### src/rtl/cpu_pkg.sv
// Shared definitions for the control sequencer: opcodes, control-word bit
// positions, step width and the per-opcode final-step lookup.
package cpu_pkg;

  localparam int STEP_W = 3;
  localparam int CTRL_W = 16;

  localparam logic [3:0] OP_NOP = 4'd0;
  localparam logic [3:0] OP_LDA = 4'd1;
  localparam logic [3:0] OP_ADD = 4'd2;
  localparam logic [3:0] OP_SUB = 4'd3;
  localparam logic [3:0] OP_STA = 4'd4;
  localparam logic [3:0] OP_LDI = 4'd5;
  localparam logic [3:0] OP_JMP = 4'd6;
  localparam logic [3:0] OP_JC  = 4'd7;
  localparam logic [3:0] OP_JZ  = 4'd8;
  localparam logic [3:0] OP_OUT = 4'd14;
  localparam logic [3:0] OP_HLT = 4'd15;

  localparam int B_HLT = 15;
  localparam int B_MI  = 14;
  localparam int B_RI  = 13;
  localparam int B_RO  = 12;
  localparam int B_IO  = 11;
  localparam int B_II  = 10;
  localparam int B_AI  = 9;
  localparam int B_AO  = 8;
  localparam int B_EO  = 7;
  localparam int B_SU  = 6;
  localparam int B_BI  = 5;
  localparam int B_OI  = 4;
  localparam int B_CE  = 3;
  localparam int B_CO  = 2;
  localparam int B_J   = 1;
  localparam int B_FI  = 0;

  typedef enum logic {
    SEQ_RUN  = 1'b0,
    SEQ_HALT = 1'b1
  } seq_state_e;

  // Index of the last active microstep for an opcode (fetch included).
  function automatic logic [STEP_W-1:0] op_last_step(input logic [3:0] op);
    logic [STEP_W-1:0] last;
    case (op)
      OP_LDA, OP_STA: last = STEP_W'(3);
      OP_ADD, OP_SUB: last = STEP_W'(4);
      default:        last = STEP_W'(2);
    endcase
    return last;
  endfunction

endpackage

### src/rtl/step_counter.sv
// Microstep counter: counts up each clock, returns to 0 on wrap_i or after
// LAST_STEP, and holds its value while hold_i is high.
module step_counter
  import cpu_pkg::*;
#(
  parameter int LAST_STEP = 4
) (
  input  logic              clk_i,
  input  logic              clr_n_i,
  input  logic              wrap_i,
  input  logic              hold_i,
  output logic [STEP_W-1:0] step_o
);

  localparam logic [STEP_W-1:0] LAST = STEP_W'(LAST_STEP);

  logic [STEP_W-1:0] step_q;
  logic [STEP_W-1:0] step_d;

  always_comb begin
    step_d = step_q;
    if (hold_i) begin
      step_d = step_q;
    end else if (wrap_i || (step_q == LAST)) begin
      step_d = '0;
    end else begin
      step_d = step_q + 1'b1;
    end
  end

  always_ff @(posedge clk_i or negedge clr_n_i) begin
    if (!clr_n_i) begin
      step_q <= '0;
    end else begin
      step_q <= step_d;
    end
  end

  assign step_o = step_q;

endmodule

### src/rtl/control_sequencer.sv
// Microcoded control sequencer: decodes step/opcode/flags into the 16-bit
// control word. JC/JZ are conditional only when CTRL_COND_JUMP_EN is defined.
module control_sequencer
  import cpu_pkg::*;
#(
  parameter int LAST_STEP = 4
) (
  input  logic        clk,
  input  logic        clr_n,
  input  logic [7:0]  ir,
  input  logic        cf,
  input  logic        zf,
  output logic [15:0] ctrl,
  output logic [2:0]  step,
  output logic        halted
);

  seq_state_e state_q;
  seq_state_e state_d;

  logic [3:0]        opcode;
  logic [STEP_W-1:0] step_w;
  logic              wrap;
  logic              hold;
  logic              jc_take;
  logic              jz_take;
  logic              unused_inputs;

  assign opcode = ir[7:4];

`ifdef CTRL_COND_JUMP_EN
  assign jc_take       = cf;
  assign jz_take       = zf;
  assign unused_inputs = ^ir[3:0];
`else
  assign jc_take       = 1'b0;
  assign jz_take       = 1'b0;
  assign unused_inputs = ^{ir[3:0], cf, zf};
`endif

  step_counter #(
    .LAST_STEP(LAST_STEP)
  ) u_step_counter (
    .clk_i  (clk),
    .clr_n_i(clr_n),
    .wrap_i (wrap),
    .hold_i (hold),
    .step_o (step_w)
  );

  always_ff @(posedge clk or negedge clr_n) begin
    if (!clr_n) begin
      state_q <= SEQ_RUN;
    end else begin
      state_q <= state_d;
    end
  end

  // Opcode is only trusted from step 2, so wrap/halt decisions never look at ir earlier.
  always_comb begin
    ctrl    = '0;
    wrap    = 1'b0;
    hold    = 1'b0;
    state_d = state_q;

    if (state_q == SEQ_HALT) begin
      ctrl[B_HLT] = 1'b1;
      hold        = 1'b1;
    end else begin
      case (step_w)
        3'd0: begin
          ctrl[B_CO] = 1'b1;
          ctrl[B_MI] = 1'b1;
        end
        3'd1: begin
          ctrl[B_RO] = 1'b1;
          ctrl[B_II] = 1'b1;
          ctrl[B_CE] = 1'b1;
        end
        default: begin
          wrap = (step_w == op_last_step(opcode)) && (opcode != OP_HLT);
          case (opcode)
            OP_LDA, OP_STA, OP_ADD, OP_SUB: begin
              if (step_w == 3'd2) begin
                ctrl[B_IO] = 1'b1;
                ctrl[B_MI] = 1'b1;
              end else if (step_w == 3'd3) begin
                ctrl[B_RO] = (opcode != OP_STA);
                ctrl[B_AO] = (opcode == OP_STA);
                ctrl[B_RI] = (opcode == OP_STA);
                ctrl[B_AI] = (opcode == OP_LDA);
                ctrl[B_BI] = (opcode == OP_ADD) || (opcode == OP_SUB);
              end else if ((step_w == 3'd4) && ((opcode == OP_ADD) || (opcode == OP_SUB))) begin
                ctrl[B_EO] = 1'b1;
                ctrl[B_AI] = 1'b1;
                ctrl[B_FI] = 1'b1;
                ctrl[B_SU] = (opcode == OP_SUB);
              end
            end
            OP_LDI: begin
              ctrl[B_IO] = (step_w == 3'd2);
              ctrl[B_AI] = (step_w == 3'd2);
            end
            OP_JMP: begin
              ctrl[B_IO] = (step_w == 3'd2);
              ctrl[B_J]  = (step_w == 3'd2);
            end
            OP_JC: begin
              ctrl[B_IO] = (step_w == 3'd2) && jc_take;
              ctrl[B_J]  = (step_w == 3'd2) && jc_take;
            end
            OP_JZ: begin
              ctrl[B_IO] = (step_w == 3'd2) && jz_take;
              ctrl[B_J]  = (step_w == 3'd2) && jz_take;
            end
            OP_OUT: begin
              ctrl[B_AO] = (step_w == 3'd2);
              ctrl[B_OI] = (step_w == 3'd2);
            end
            OP_HLT: begin
              if (step_w == 3'd2) begin
                ctrl[B_HLT] = 1'b1;
                hold        = 1'b1;
                state_d     = SEQ_HALT;
              end
            end
            default: ;
          endcase
        end
      endcase
    end
  end

  assign step   = step_w;
  assign halted = (state_q == SEQ_HALT);

endmodule

### config.mk
export PLATFORM = sky130hd
export DESIGN_NAME = control_sequencer
export DESIGN_NICKNAME = d
export VERILOG_FILES = /design/src/rtl/cpu_pkg.sv /design/src/rtl/step_counter.sv /design/src/rtl/control_sequencer.sv
export SDC_FILE = /design/constraint.sdc
export NUM_CORES = 1
export LEC_CHECK = 0
export BUFFER_PORTS_ARGS = -buffer_cell sky130_fd_sc_hd__buf_4
export CAP_MARGIN = 0
export CORE_AREA = 2 2 39 41
export CTS_BUF_LIST = sky130_fd_sc_hd__clkbuf_16
export DETAILED_ROUTE_END_ITERATION = 12
export DIE_AREA = 0 0 41 43
export PLACE_DENSITY_LB_ADDON = 0.2
export SYNTH_ARGS = -nofsm -noshare
export SYNTH_HDL_FRONTEND = slang
export SYNTH_SLANG_ARGS = --single-unit
### constraint.sdc
create_clock -name clk -period 4.5 [get_ports clk]
set_clock_uncertainty 0.05 [all_clocks]
set_input_delay 0.9 -clock clk [delete_from_list [all_inputs] [get_ports clk]]
set_output_delay 0.9 -clock clk [all_outputs]
set_load 0.03 [all_outputs]
==> impl_metrics.yaml <==
cts:
  insertion_delay_ns: 0.22
  cts-root-buf: "clkbuf_16"
  cts-hold-fix-buffers: 0
  cts.sinks: 4
  clk_path_buf_depth: 2
  cts_resized: 0
  htreeDepth: 1
  cts_buffers: 3
  cts_tree: "built"
  cts.clk_slew.worst_paths_ns: 0.03
  post-cts-setup-buffers: 0
drt:
  avgViaCountPerCell: 5.06
  routed_wl_um: 1210
  vias: 547
  firstDrtPassIters: 3
  wire_per_inst_um: 11.2
  ant_nets: 0
  drc_errors: 0
  drtIter0Drc: 12
yosys:
  postSynthCellCount: 71
  yosysSeqAreaShare_pct: 18.4
  yosysTopAreaCell: "dfrtp_1"
  synth_fa_ha_area_share_pct: 11.5
  ys_warn_count: 0
  synthesis.area_um2: 544
  synth-compound-area-share_pct: 13.1
  yosysUniqueCellTypes: 30
  yosysTopAreaCellShare_pct: 18.4
  synthMuxAreaShare_pct: 3.68
  yosys.area_share.simple_pct: 36.8
  synth_seq_cells: 4
  synth_xor_area_share_pct: 3.22
  synth_top_family_by_area: "simple AND/OR/NAND/NOR gates"
  syn_area_per_cell_um2: 7.67
  syn-num-nets: 88
  yosys-top-cells-area: "dfrtp_1 (18%), ha_1 (11%), nand2_1 (6.2%), nor4_1 (5.7%), buf_4 (5.5%)"
critical_path:
  cp.required_ns: 3.55
  cp.arrival_ns: 2.15
  crit_fanout: 10
  cp_cell_sequence: "buf_4, or3b_4, nor4_2, and2_1, buf_4"
  crit_type: "primary input to primary output"
  path_delay_family: "simple AND/OR/NAND/NOR gates"
  crit_top_cell: "buf_4"
  max_stage_delay_ns: 0.42
  cp_slowest_cell: "or3b_4"
  crit_path_end_kind: "primary output"
  startpoint_type: "primary input"
  crit_buf_inv: 2
placement:
  place_ws_ns: 1.38
  gp_congestion: 0.763
  io_buffers: 25
  dp_hpwl_um: 958
pwr:
  swShare_pct: 47.0
  irDropWorstVdd_v: 0.000427
  pwr-share-clk_pct: 24.8
  p_leak_uw: 0.000402
  total_power_uw: 555
  power.density_mw_per_mm2: 715
  p_sw_uw: 261
  intPower_uw: 294
  comb_power_share_pct: 59.8
  pwr-share-seq_pct: 15.4
flow_run:
  cap_violations: 0
global_route:
  first_global_vias: 459
  grt_overflow: 0
  grt_util_all_layers_pct: 15.9
  antenna_found_initial: 0
  grt_max_degree: 13
  grt_pass1_wl_um: 1930
sta:
  setup-tns-final_ns: 0
  rsz0062_at_grt: "no"
  setup_viol: 0
  worst_slack_ns: 1.40
  fin_crit_ns: 3.10
  fmax_ghz: 0.322
  min_period_over_period_pct: 68.9
  timing.final.hold_violations: 0
  slew-limit-headroom_pct: 73.2
  worst_pin_slew_ns: 0.398
  slew_violations: 0
finish:
  syn_to_final_growth_pct: 42.8
  antennaDiodeCount: 0
  nNetsFinal: 111
  drive_gt1_share_pct: 33.7
  nFillCells: 131
  final_util_pct: 56.1
floorplanning:
  core_mm2: 0.00138
  start_util_pct: 39.3
  die-height_um: 43
  die_x_um: 41
  fp-row-count: 14
  io_pins: 32
  die-area_mm2: 0.00176
min_path:
  min_path_type: "primary input to async pin"
status:
  status: "complete, no violations"
==> metal layers <==
| metal | track usage [%] | wire, µm | up-vias |
|---|---|---|---|
| met2 | 23.1 | 571 | 17 |
| met4 | 10.0 | 21 | 0 |
| met5 | 0 | 0 | - |
| met3 | 3.14 | 77 | 2 |
| met1 | 20.6 | 541 | 235 |
| li1 | - | - | 293 |
==> sequential cells by signal, indices dropped and copies added, names as in the netlist <==
register / cells
u_step_counter.step_o: 3
halted: 1
==> synth_stat cells <==
cell,n
nand2_1,9
inv_1,6
ha_1,5
nor2_1,5
nor3_1,5
nor4_1,5
buf_4,4
dfrtp_1,4
o31ai_1,4
mux2i_1,2
nor2b_1,2
or2_1,2
a31o_1,1
a41o_1,1
and2_1,1
and3_2,1
and4_1,1
buf_2,1
buf_6,1
clkbuf_1,1
nand2b_1,1
nand3_1,1
nor4_2,1
nor4b_1,1
o21ai_1,1
o31a_1,1
o41ai_1,1
or3b_4,1
xnor2_1,1
xor2_1,1
==> worst paths after layout <==
| check | startpoint | end | slack (ns) | cells past startpoint |
|---|---|---|---|---|
| max reg2reg | u_step_counter.step_o[0] | u_step_counter.step_o[1] | 2.50 | 6 |
| min reg2reg | u_step_counter.step_o[1] | u_step_counter.step_o[1] | 0.56 | 2 |
| max in group asynchronous | clr_n | u_step_counter.step_o[1] | 3.89 | 1 |
| max | ir[6] | ctrl[6] | 1.40 | 5 |
| min in group clk | u_step_counter.step_o[1] | u_step_counter.step_o[1] | 0.56 | 2 |
| min | clr_n | halted | 0.41 | 1 |
==> cell usage in the layout (no fill, tap or decap) <==
cell and instances:
or2_1 2, or3b_4 1, nor2b_1 2, a31o_1 1, nand3_1 1, o31ai_1 4, nor4_2 1, nor2_1 5
and2_1 1, dfrtp_1 4, clkbuf_16 3, and3_2 1, nor4_1 5, o21ai_1 1, nand2_1 9, nand2b_1 1
and4_1 1, a41o_1 1, mux2i_1 2, nor4b_1 1, o31a_1 1, nor3_1 5, xnor2_1 1, xor2_1 1
ha_1 5, buf_4 25, o41ai_1 1, inv_1 6
==> area by class of cell <==
| cell class | instances | area [µm²] | share of cell area (%) |
|---|---|---|---|
| Clock buffer | 3 | 75.1 | 9.66 |
| Inverter | 6 | 22.5 | 2.90 |
| Multi-Input combinational cell | 54 | 372 | 47.8 |
| Sequential cell | 4 | 100 | 12.9 |
| Tap cell | 16 | 20.0 | 2.58 |
| Timing Repair Buffer | 25 | 188 | 24.2 |
==> kinds of logic (layout without fill, tap and decap cells) <==
family                   Yosys count  count (layout)
flip-flops                         4               4
multiplexers                       2               2
AND/OR/NAND/NOR                   36              36
XOR/XNOR                           2               2
AO/OA/AOI/OAI                      9               9
adder cells (fa/ha/maj)            5               5
buffers and inverters             13              34
==> through the flow <==
step           cell area (µm²)  cells  hold WS [ns]
2_1_floorplan              544     71         0.554
6_report                   777    108         0.413
5_1_grt                    777    108         0.418
3_3_place_gp               702    105         0.562
3_5_place_dp               702    105         0.562
4_1_cts                    777    108         0.412
==> power groups by stage <==
stage	clock (µW)	sequential, µW	combinational, µW
3_3_place_gp	0	87.3	333
3_5_place_dp	0	86.2	336
5_1_grt	141	91.2	365
2_1_floorplan	0	112	214
4_1_cts	139	85.9	337
6_report	138	85.4	332
Power figures use the tool's default switching activity.
